$ cat config.mk
export PLATFORM = sky130hd
export DESIGN_NAME = psum_quant_flat
export DESIGN_NICKNAME = d
export VERILOG_FILES = /design/src/rtl/psum_quant_pkg.sv /design/src/rtl/psum_quant_if.sv /design/src/rtl/q_outfifo.sv /design/src/rtl/psum_quant.sv /design/src/flat_wrapper.sv
export SDC_FILE = /design/constraint.sdc
export NUM_CORES = 1
export LEC_CHECK = 0
export CORE_MARGIN = 5
export CORE_UTILIZATION = 35
export DETAILED_ROUTE_END_ITERATION = 6
export PLACE_DENSITY = 0.54
export REMOVE_ABC_BUFFERS = 1
export SYNTH_ARGS = -nofsm -noshare
export SYNTH_HDL_FRONTEND = slang
export SYNTH_SLANG_ARGS = --single-unit
$ cat constraint.sdc
create_clock -name clk -period 5.3 [get_ports clk]
set_input_delay 1.06 -clock clk [delete_from_list [all_inputs] [get_ports clk]]
set_output_delay 1.06 -clock clk [all_outputs]
set_load 0.05 [all_outputs]
$ cat src/rtl/psum_quant_pkg.sv
// Shared widths, lane types and the rounding/saturation arithmetic used by the
// psum_quant output quantiser.
package psum_quant_pkg;

  localparam int DWIDTH = 32;
  localparam int QWIDTH = 8;
  localparam int PACK   = 4;
  localparam int AWIDTH = 3;
  localparam int CWIDTH = $clog2(PACK);
  localparam int FWIDTH = PACK*QWIDTH + PACK + 1;

  typedef logic signed [QWIDTH-1:0] lane_t;
  typedef logic signed [DWIDTH:0]   sum_t;
  typedef logic signed [DWIDTH+1:0] rnd_t;

  localparam lane_t QMAX = lane_t'(2**(QWIDTH-1) - 1);
  localparam lane_t QMIN = lane_t'(-(2**(QWIDTH-1)));

  // Round half up: add half an LSB of the result, then shift arithmetically.
  function automatic rnd_t round_shift(input sum_t s, input logic [4:0] sh);
    rnd_t ext;
    rnd_t half;
    ext  = rnd_t'(s);
    half = '0;
    if (sh == 5'd0) return ext;
    half[sh - 5'd1] = 1'b1;
    return (ext + half) >>> sh;
  endfunction

  function automatic lane_t saturate(input rnd_t r, input logic relu);
    rnd_t v;
    v = r;
    if (relu && v[DWIDTH+1]) v = '0;
    if (v > rnd_t'(QMAX)) return QMAX;
    if (v < rnd_t'(QMIN)) return QMIN;
    return v[QWIDTH-1:0];
  endfunction

endpackage

$ cat src/rtl/psum_quant_if.sv
// Output word stream of psum_quant toward the SRAM writer.
interface psum_quant_if;
  import psum_quant_pkg::*;

  // A word transfers on every clock edge where out_valid and out_ready are both 1;
  // out_valid never waits on out_ready, and payload is stable while out_valid holds.
  logic                    out_valid;
  logic [PACK*QWIDTH-1:0]  out_data;
  logic [PACK-1:0]         out_keep;
  logic                    out_last;
  logic                    out_ready;

  modport master (output out_valid, out_data, out_keep, out_last, input out_ready);
  modport slave  (input out_valid, out_data, out_keep, out_last, output out_ready);

endinterface

$ cat src/rtl/q_outfifo.sv
// First-word-fall-through word buffer; a push into a full FIFO is accepted only
// when the head is popped in the same cycle, otherwise it is reported as a drop.
module q_outfifo #(
  parameter int W  = 37,
  parameter int AW = 3
) (
  input  logic         clk,
  input  logic         rstn,
  input  logic         push,
  input  logic [W-1:0] din,
  input  logic         pop,
  output logic [W-1:0] dout,
  output logic         full,
  output logic         empty,
  output logic         drop
);

  localparam int DEPTH = 1 << AW;

  logic [W-1:0]  mem [DEPTH];
  logic [AW-1:0] wp;
  logic [AW-1:0] rp;
  logic [AW:0]   cnt;
  logic          wr_en;
  logic          rd_en;

  assign full  = (cnt == (AW+1)'(DEPTH));
  assign empty = (cnt == '0);
  assign rd_en = pop & ~empty;
  assign wr_en = push & (~full | rd_en);
  assign drop  = push & full & ~rd_en;
  // Empty head reads as zero so the output bus idles at its reset value.
  assign dout  = empty ? '0 : mem[rp];

  always_ff @(posedge clk) begin
    if (!rstn) begin
      wp  <= '0;
      rp  <= '0;
      cnt <= '0;
    end else begin
      if (wr_en) wp <= wp + AW'(1);
      if (rd_en) rp <= rp + AW'(1);
      if (wr_en && !rd_en)      cnt <= cnt + (AW+1)'(1);
      else if (!wr_en && rd_en) cnt <= cnt - (AW+1)'(1);
    end
  end

  always_ff @(posedge clk) begin
    if (wr_en) mem[wp] <= din;
  end

endmodule

$ cat src/rtl/psum_quant.sv
// Bias, rounding shift, ReLU and int8 saturation of accumulator sums, packed
// four lanes per word into an output FIFO.
module psum_quant
  import psum_quant_pkg::*;
(
  input  logic                     clk,
  input  logic                     rstn,
  input  logic                     cfg_valid,
  input  logic signed [DWIDTH-1:0] cfg_bias,
  input  logic [4:0]               cfg_shift,
  input  logic                     cfg_relu,
  input  logic                     in_valid,
  input  logic signed [DWIDTH-1:0] in_data,
  input  logic                     in_last,
  psum_quant_if.master             ob,
  output logic                     overflow,
  output logic                     busy
);

  logic signed [DWIDTH-1:0] bias_q;
  logic [4:0]               shift_q;
  logic                     relu_q;

  logic                     s1_valid, s1_last;
  sum_t                     s1_sum;
  logic                     s2_valid, s2_last;
  rnd_t                     s2_r;

  logic [CWIDTH-1:0]        lane_cnt;
  logic [PACK*QWIDTH-1:0]   word_q;
  logic [PACK-1:0]          keep_q;

  lane_t                    lane;
  logic [PACK*QWIDTH-1:0]   nxt_word;
  logic [PACK-1:0]          nxt_keep;
  logic                     close;

  logic [FWIDTH-1:0]        fifo_dout;
  logic                     fifo_full, fifo_empty, fifo_drop, pop;

  // S3 is combinational: the saturated lane goes straight into the packer and FIFO.
  always_comb begin
    lane     = saturate(s2_r, relu_q);
    nxt_word = word_q;
    nxt_keep = keep_q;
    nxt_word[lane_cnt*QWIDTH +: QWIDTH] = lane;
    nxt_keep[lane_cnt] = 1'b1;
    close    = s2_valid & (s2_last | (lane_cnt == CWIDTH'(PACK-1)));
  end

  assign pop  = ob.out_valid & ob.out_ready;
  assign busy = s1_valid | s2_valid | (|keep_q) | ~fifo_empty;

  always_ff @(posedge clk) begin
    if (!rstn) begin
      bias_q   <= '0;
      shift_q  <= '0;
      relu_q   <= 1'b0;
      s1_valid <= 1'b0;
      s1_last  <= 1'b0;
      s1_sum   <= '0;
      s2_valid <= 1'b0;
      s2_last  <= 1'b0;
      s2_r     <= '0;
      lane_cnt <= '0;
      word_q   <= '0;
      keep_q   <= '0;
      overflow <= 1'b0;
    end else begin
      s1_valid <= in_valid;
      s1_last  <= in_valid & in_last;
      s1_sum   <= sum_t'(in_data) + sum_t'(bias_q);
      s2_valid <= s1_valid;
      s2_last  <= s1_last;
      s2_r     <= round_shift(s1_sum, shift_q);
      if (s2_valid) begin
        if (close) begin
          lane_cnt <= '0;
          word_q   <= '0;
          keep_q   <= '0;
        end else begin
          lane_cnt <= lane_cnt + CWIDTH'(1);
          word_q   <= nxt_word;
          keep_q   <= nxt_keep;
        end
      end
      // busy=0 implies no push this cycle, so a config write and a drop never collide.
      if (cfg_valid && !busy) begin
        bias_q   <= cfg_bias;
        shift_q  <= cfg_shift;
        relu_q   <= cfg_relu;
        overflow <= 1'b0;
      end else if (fifo_drop) begin
        overflow <= 1'b1;
      end
    end
  end

  q_outfifo #(.W(FWIDTH), .AW(AWIDTH)) u_fifo (
    .clk   (clk),
    .rstn  (rstn),
    .push  (close),
    .din   ({nxt_word, nxt_keep, s2_last}),
    .pop   (pop),
    .dout  (fifo_dout),
    .full  (fifo_full),
    .empty (fifo_empty),
    .drop  (fifo_drop)
  );

  assign ob.out_valid = ~fifo_empty;
  assign ob.out_data  = fifo_dout[FWIDTH-1 -: PACK*QWIDTH];
  assign ob.out_keep  = fifo_dout[PACK:1];
  assign ob.out_last  = fifo_dout[0];

endmodule

$ cat src/flat_wrapper.sv
// flat-port wrapper written by rule: the top's interface ports become plain ports
module psum_quant_flat import psum_quant_pkg::*;
  (clk, rstn, cfg_valid, cfg_bias, cfg_shift, cfg_relu, in_valid, in_data, in_last, overflow, busy, ob_out_valid, ob_out_data, ob_out_keep, ob_out_last, ob_out_ready);
  psum_quant_if ob_i ();
  input  logic clk;
  input  logic rstn;
  input  logic cfg_valid;
  input  logic signed [DWIDTH-1:0] cfg_bias;
  input  logic [4:0] cfg_shift;
  input  logic cfg_relu;
  input  logic in_valid;
  input  logic signed [DWIDTH-1:0] in_data;
  input  logic in_last;
  output logic overflow;
  output logic busy;
  output wire logic [$bits(ob_i.out_valid)-1:0] ob_out_valid;
  output wire logic [$bits(ob_i.out_data)-1:0] ob_out_data;
  output wire logic [$bits(ob_i.out_keep)-1:0] ob_out_keep;
  output wire logic [$bits(ob_i.out_last)-1:0] ob_out_last;
  input wire logic [$bits(ob_i.out_ready)-1:0] ob_out_ready;
  assign ob_out_valid = ob_i.out_valid;
  assign ob_out_data = ob_i.out_data;
  assign ob_out_keep = ob_i.out_keep;
  assign ob_out_last = ob_i.out_last;
  assign ob_i.out_ready = ob_out_ready;
  psum_quant u_core (.clk(clk), .rstn(rstn), .cfg_valid(cfg_valid), .cfg_bias(cfg_bias), .cfg_shift(cfg_shift), .cfg_relu(cfg_relu), .in_valid(in_valid), .in_data(in_data), .in_last(in_last), .ob(ob_i), .overflow(overflow), .busy(busy));
endmodule
* After elaboration in Yosys (flattened, before gate mapping)
Memories as Yosys holds them, arrays and structs flattened. A register that Yosys moved wholly into a read port is not among the register bits.
Index checks and enable logic that the tools add are counted.
** Storage, ports and cells
- Memories :: 1
- RAM bits :: 296
- Flip-flop bits (word level) :: 158
- Bits of input ports :: 76
** Memory list
- u_core.u_fifo.mem :: depth 8, bits a word 37, read ports 1, clocked after Yosys merged registers in 1, wr ports 1, RTL line q_outfifo.sv:20 : logic [W-1:0] mem [DEPTH];
** Operators by class
- $lt $le $gt $ge :: 6
- Reductions and logical operators :: 14
- Add/sub/neg operators :: 9
- Equality and inequality tests :: 2
- Multiplexer cells :: 27
- Bitwise operators :: 17
- Shifts and indexed selects :: 3
** Operator list (count)
- 34-bit 2-to-1 mux :: 3
- 37-bit 2-to-1 mux :: 1
- 33-bit by 33-bit adder with 34-bit output :: 1
- 34-bit by 8-bit > comparator with 1-bit output, second input constant :: 1
- 34-bit by 8-bit < comparator with 1-bit output, second input constant :: 1
- 5-bit negator with 34-bit output :: 1
- 8-bit by 34-bit variable shift with 32-bit output, first input constant :: 1
- 8-bit by 34-bit indexed part select with 32-bit output :: 1
- 34-bit by 5-bit >>> shifter with 34-bit output :: 1
- 32-bit by 32-bit adder with 33-bit output :: 1
- 32-bit bitwise mux :: 1
- 32-bit 2-to-1 mux :: 1
- 8-bit 2-to-1 mux :: 4
- 4-bit 2-to-1 mux :: 3
- 1-bit 2-to-1 mux :: 9
- 1-bit bitwise AND :: 7
- 5-bit by 7-bit < comparator with 1-bit output, second input constant :: 1
- 3-bit by 1-bit adder with 3-bit output, second input constant :: 2
- 1-bit logical AND :: 6
- 3-bit 2-to-1 mux :: 2
- 1-bit demux with 5-bit select :: 1
- 5-bit by 1-bit >= comparator with 1-bit output, second input constant :: 1
- 5-bit zero test :: 1
- 1-bit OR :: 5
- other kinds (17) :: 22

* Logic depth before layout (Yosys ltp)
- Depth in word-level cells :: 10
- Depth in mapped cells :: 20

* Hierarchy
Synthesis repeated with hierarchy kept, for this count alone.
** Second synthesis, totals
- Cell total of the unflattened synthesis :: 2137
- Area total of the unflattened synthesis :: 23980.5 µm²
** By module, submodules not included
- psum_quant :: times used 1, sequential area each 2962.8 µm², cells each 1595, area an instance 12122.9 µm²
- q_outfifo :: times used 1, sequential area each 9148.8 µm², cells each 542, area an instance 11857.6 µm²

* Worst setup path after synthesis
Ideal clock, no wire load.
- Kind :: input-to-reg
- Start :: in ob_out_ready
- End :: mem u_core.u_fifo.mem[0][0] (enable)
- Data required time :: 4.823 ns
- Data arrival time :: 4.179 ns
- Cell stages on the path :: 4
- Library setup time :: 0.477 ns
- Slack :: 0.644 ns
- Cells stage by stage :: nand2b_1 -> nor4_1 -> or3_1 -> nor3_1
** Between the ends
- Word-level cells in the longest chain between the ends :: 6
** Ends and longest elaborated chain
- start, declared :: RTL line flat_wrapper.sv:20 : input wire logic [$bits(ob_i.out_ready)-1:0] ob_out_ready;
- 1-bit bitwise AND :: RTL line psum_quant.sv:51 : assign pop = ob.out_valid & ob.out_ready;
- 1-bit bitwise AND :: RTL line q_outfifo.sv:29 : assign rd_en = pop & ~empty;
- 1-bit OR :: RTL line q_outfifo.sv:30 : assign wr_en = push & (~full | rd_en);
- 1-bit bitwise AND :: RTL line q_outfifo.sv:30
- 1-bit 2-to-1 mux :: RTL line q_outfifo.sv:49 : if (wr_en) mem[wp] <= din;
- 1-bit 2-to-1 mux (not written as such) :: RTL line q_outfifo.sv:49
- end, declared :: RTL line q_outfifo.sv:20
No other way between the ends.

* Worst setup path after layout
- Start :: reg u_core.shift_q[3]
- End :: reg u_core.s2_r[19]
** Between the ends
- Word-level cells in the longest chain between the ends :: 8
- Elaborated cells between the ends (all ways) :: 12
** Ends and longest elaborated chain
- start, declared :: RTL line psum_quant.sv:21 : logic [4:0] shift_q;
- start signal, assigned :: RTL line psum_quant.sv:90 : shift_q <= cfg_shift;
- 5-bit by 1-bit subtractor with 5-bit output :: RTL line psum_quant_pkg.sv:26 : half[sh - 5'd1] = 1'b1;
- 5-bit by 7-bit < comparator with 1-bit output (not written as such) / 5-bit by 1-bit >= comparator with 1-bit output (equally long branches) :: RTL line psum_quant_pkg.sv:26
- 1-bit logical AND (not written as such) :: RTL line psum_quant_pkg.sv:26
- 1-bit 2-to-1 mux (not written as such) :: RTL line psum_quant_pkg.sv:26
- 1-bit demux with 5-bit select
- 33-bit by 33-bit adder with 34-bit output :: RTL line psum_quant_pkg.sv:27 : return (ext + half) >>> sh;
- 34-bit by 5-bit >>> shifter with 34-bit output :: RTL line psum_quant_pkg.sv:27
- 34-bit 2-to-1 mux (*) :: RTL line psum_quant_pkg.sv:26
- end signal, assigned :: RTL line psum_quant.sv:75 : s2_r <= round_shift(s1_sum, shift_q);
- end, declared :: RTL line psum_quant.sv:27 : rnd_t s2_r;
Every way passes the cells marked *; elsewhere a longest branch is shown, timed or not. The select of a mux whose other input is x is not followed.
A chain may end at the register's enable or synchronous reset.

==> metrics.json <==
{
  "mostFrequentLayoutCell": "sky130_fd_sc_hd__edfxtp_1",
  "deepest_clock_path_buffer_count": 3,
  "static-leakage-power_nw": 9.908,
  "finClkSkew_ns": 0.02485,
  "gp_routability_congestion": 0.9473,
  "layout.filler_cells": 6251,
  "clock_insertion_delay_worst_skew_ns": 0.61,
  "async_flop_share_pct": 0,
  "drt_first_pass_iters": 5,
  "clock_power_share_pct": 30.5,
  "layout.nets": 2327,
  "first_iter_violations": 1136,
  "dominantRegCellSynth": "sky130_fd_sc_hd__edfxtp_1",
  "initial_core_util_pct": 35.35,
  "crit-reg2reg-capture": "u_core.s2_r[19]",
  "numClockSinks": 457,
  "grt_setup_unrepaired": "false",
  "fin_crit_ns": 4.786,
  "holdPathStages": 1,
  "synth-seq-cells": 457,
  "layout_utilization_pct": 41.83,
  "drt_wl_total_mm": 67.72,
  "ir_drop_worst_vdd_mv": 0.2466,
  "regToRegSetupSlack_ns": 0.51,
  "grt.total_usage_pct": 18.52,
  "synth_edf_count": 296,
  "floorplan.die.height_um": 267.9,
  "share_seq_of_total_power_pct": 34.3,
  "count_of_mapped_cells_out_of_synthesis": 2053,
  "postCtsSetupRepairBufs": 0,
  "critPathArrivalTime_ns": 5.30,
  "floorplan.core_area_mm2": 0.06586,
  "setup_viol_count_final": 0,
  "crit_fanout": 11,
  "timing.slew.headroom_pct": 20.73,
  "total_clock_buffers_created_by_cts": 50,
  "number_of_vias_per_cell": 5.508,
  "number_of_instances_resized_during_post_cts_repair": 0,
  "area.growth.synth_to_final_pct": 18.31,
  "drv_slew": 0,
  "syn_avg_cell_area_um2": 11.34,
  "die_width_um": 267.9,
  "clock.fmax_ghz": 0.2090,
  "cts.reportedPaths.clkPinSlew_ns": 0.06,
  "drt_drc_violations_left": 0,
  "final.period_utilization_pct": 90.29,
  "number_of_distinct_library_cells_after_synthesis": 88,
  "area_after_detailed_placement_mm2": 0.02574,
  "worst_setup_path_end_kind": "flop",
  "layout_cells_sized_above_1_pct": 13.87,
  "antennaDiodeCount": 0,
  "wire_length_of_the_first_global_routing_pass_mm": 103.9,
  "detailedPlacementHpwl_mm": 47.67,
  "mappedNetlistArea_mm2": 0.02328,
  "p_total_w": 0.01232,
  "tritoncts": "built",
  "fin_area_mm2": 0.02755,
  "crit_path_start_kind": "flop",
  "dieArea_mm2": 0.07178,
  "final_antenna_net_count": 0,
  "power_dissipated_by_switching_net_loads_w": 0.004440,
  "dr_total_vias": 16949,
  "drv.max_cap_violation_count": 0,
  "max_slew.worst_pin.slew_ns": 1.174,
  "netSwitchingFraction_pct": 36.04,
  "cts_htree_levels": 2,
  "wl_per_cell_um": 22.01,
  "run_status": "finished clean",
  "synth_sequential_area_ratio_pct": 52.02,
  "initial_antenna_violation_count": 0,
  "first_global_vias": 17375,
  "setup.worst_path.start": "u_core.shift_q[3]",
  "worstHoldStart": "u_core.s1_last",
  "clock_tree_root": "sky130_fd_sc_hd__clkbuf_16",
  "timing.critical_path.required_ns": 5.81,
  "pin_count_of_the_biggest_net_entering_global_routing": 76,
  "timing.hold.worst.class": "flop to flop",
  "reg2reg_from": "u_core.shift_q[3]",
  "reg2regPathDepth": 15,
  "placement_rows": 94,
  "final-hold-violation-count": 0,
  "yosys_warnings": 0,
  "whs_endpoint": "u_core.s2_last",
  "cts_hold_repair.buffers": 0,
  "port_buffers": 115,
  "num_io_pins": 116,
  "commonest_cells_after_routing_fill_and_taps_aside": "296 x sky130_fd_sc_hd__edfxtp_1, 221 x sky130_fd_sc_hd__nor2_1, 184 x sky130_fd_sc_hd__nand2_1, 158 x sky130_fd_sc_hd__a21oi_1, 158 x sky130_fd_sc_hd__dfxtp_1",
  "overflow": 0,
  "internal_power_w": 0.007881,
  "share_of_total_power_in_combinational_logic_pct": 35.2,
  "timing.setup.critical_path_class": "flop to flop",
  "pwr_density_cell_mw_per_mm2": 447.2
}
-- layout make-up --
type / count / area [µm²] / area share [%]
clock inverter: 36 / 483.0 / 1.753
clock buffer: 58 / 1321 / 4.796
timing repair buffer: 185 / 1777 / 6.450
multi-input combinational: 1410 / 10510 / 38.16
tap: 864 / 1081 / 3.924
inverter: 67 / 254.0 / 0.9220
sequential: 457 / 12120 / 44.00
-- metrics by stage --
stage,instances,hold slack [ns],worst slack (ns),setup TNS [ns]
floorplan,1934,0.4118,-0.9111,-41.25
global placement,2983,0.4220,0.4712,0
global route,3077,0.4449,0.3626,0
finish,3077,0.4346,0.5145,0
detailed placement,2983,0.4238,0.4944,0
CTS,3077,0.4403,0.6466,0
-- worst max path at each step --
stage,to,depth (start not counted),slack [ns]
2_1_floorplan,u_core.u_fifo.cnt[3],11,-0.91
4_1_cts,u_core.s2_r[19],15,0.65
3_5_place_dp,u_core.s1_sum[32],15,0.49
3_3_place_gp,u_core.s1_sum[32],15,0.47
6_report,u_core.s2_r[19],15,0.51
5_1_grt,u_core.s2_r[19],15,0.36
-- routing by layer --
layer	wire length, µm	global-route usage (%)	up-vias
li1	-	-	8000
met1	28070	23.25	8346
met2	34550	33.29	487
met3	3054	2.664	116
met4	2041	5.578	0
met5	0	0	-
-- power by group through the flow --
stage	combinational, W	sequential [W]	clock [W]
2_1_floorplan	0.00281	0.00434	0
3_3_place_gp	0.00435	0.00430	0
3_5_place_dp	0.00436	0.00430	0
4_1_cts	0.00437	0.00423	0.00387
5_1_grt	0.00468	0.00425	0.00401
6_report	0.00434	0.00423	0.00376
-- synth_stat cells, drive strengths merged (14+ instances only) --
| master | number | area (µm²) |
|---|---|---|
| mux4 | 86 | 1937 |
| clkbuf | 75 | 281.5 |
| xor2 | 31 | 286.5 |
| o21ai | 77 | 396.6 |
| ha | 77 | 963.4 |
| and2 | 16 | 100.1 |
| nor4 | 15 | 93.84 |
| o211ai | 16 | 130.1 |
| nand3 | 35 | 175.2 |
| dfxtp | 161 | 3223 |
| xnor2 | 26 | 227.7 |
| buf | 44 | 197.7 |
| a211oi | 20 | 170.2 |
| mux2i | 71 | 710.7 |
| nand2b | 16 | 100.1 |
| edfxtp | 296 | 8889 |
| nand2 | 185 | 694.4 |
| o22ai | 37 | 231.5 |
| inv | 66 | 247.7 |
| or3 | 15 | 93.84 |
| mux2 | 14 | 157.7 |
| a2bb2oi | 35 | 306.5 |
| a21oi | 161 | 832.1 |
| nor3 | 40 | 200.2 |
| nor2 | 227 | 852.1 |
| a21o | 22 | 165.2 |
-- worst max-delay path, cell delays in order, from the launching register on --
cell and delay [ns]:
sky130_fd_sc_hd__dfxtp_1 0.61, sky130_fd_sc_hd__nor2_1 0.13, sky130_fd_sc_hd__nand2_1 0.17, sky130_fd_sc_hd__nor2_1 0.09, sky130_fd_sc_hd__ha_1 0.23, sky130_fd_sc_hd__fa_1 0.44, sky130_fd_sc_hd__a211oi_1 0.37, sky130_fd_sc_hd__o21bai_2 0.15
sky130_fd_sc_hd__o2111ai_2 0.40, sky130_fd_sc_hd__o31a_1 0.31, sky130_fd_sc_hd__o21ai_2 0.11, sky130_fd_sc_hd__xor2_2 0.25, sky130_fd_sc_hd__a21oi_1 0.16, sky130_fd_sc_hd__o311ai_0 0.79, sky130_fd_sc_hd__o311ai_0 0.24, sky130_fd_sc_hd__a21oi_1 0.26
-- flip-flops by register name, summed over array words and instances, names as in the netlist, named ones only --
signal,flops
u_core.s1_last,1
u_core.s2_r,34
u_core.relu_q,1
u_core.u_fifo.mem,296
u_core.u_fifo.wp,3
u_core.shift_q,5
u_core.s1_valid,1
u_core.lane_cnt,2
u_core.word_q,32
u_core.s2_valid,1
u_core.u_fifo.cnt,4
u_core.s2_last,1
u_core.keep_q,4
u_core.overflow,1
u_core.u_fifo.rp,3
u_core.bias_q,32
u_core.s1_sum,33
-- cell families after synthesis --
family | Yosys count | share of synthesized area, %
XOR/XNOR | 57 | 2.209
adder cells (fa/ha/maj) | 80 | 4.396
flip-flops | 457 | 52.02
AND/OR/NAND/NOR | 599 | 11.41
AO/OA/AOI/OAI | 503 | 14.78
buffers and inverters | 186 | 3.138
multiplexers | 171 | 12.05
No activity file was read; power rests on OpenSTA's default activity.
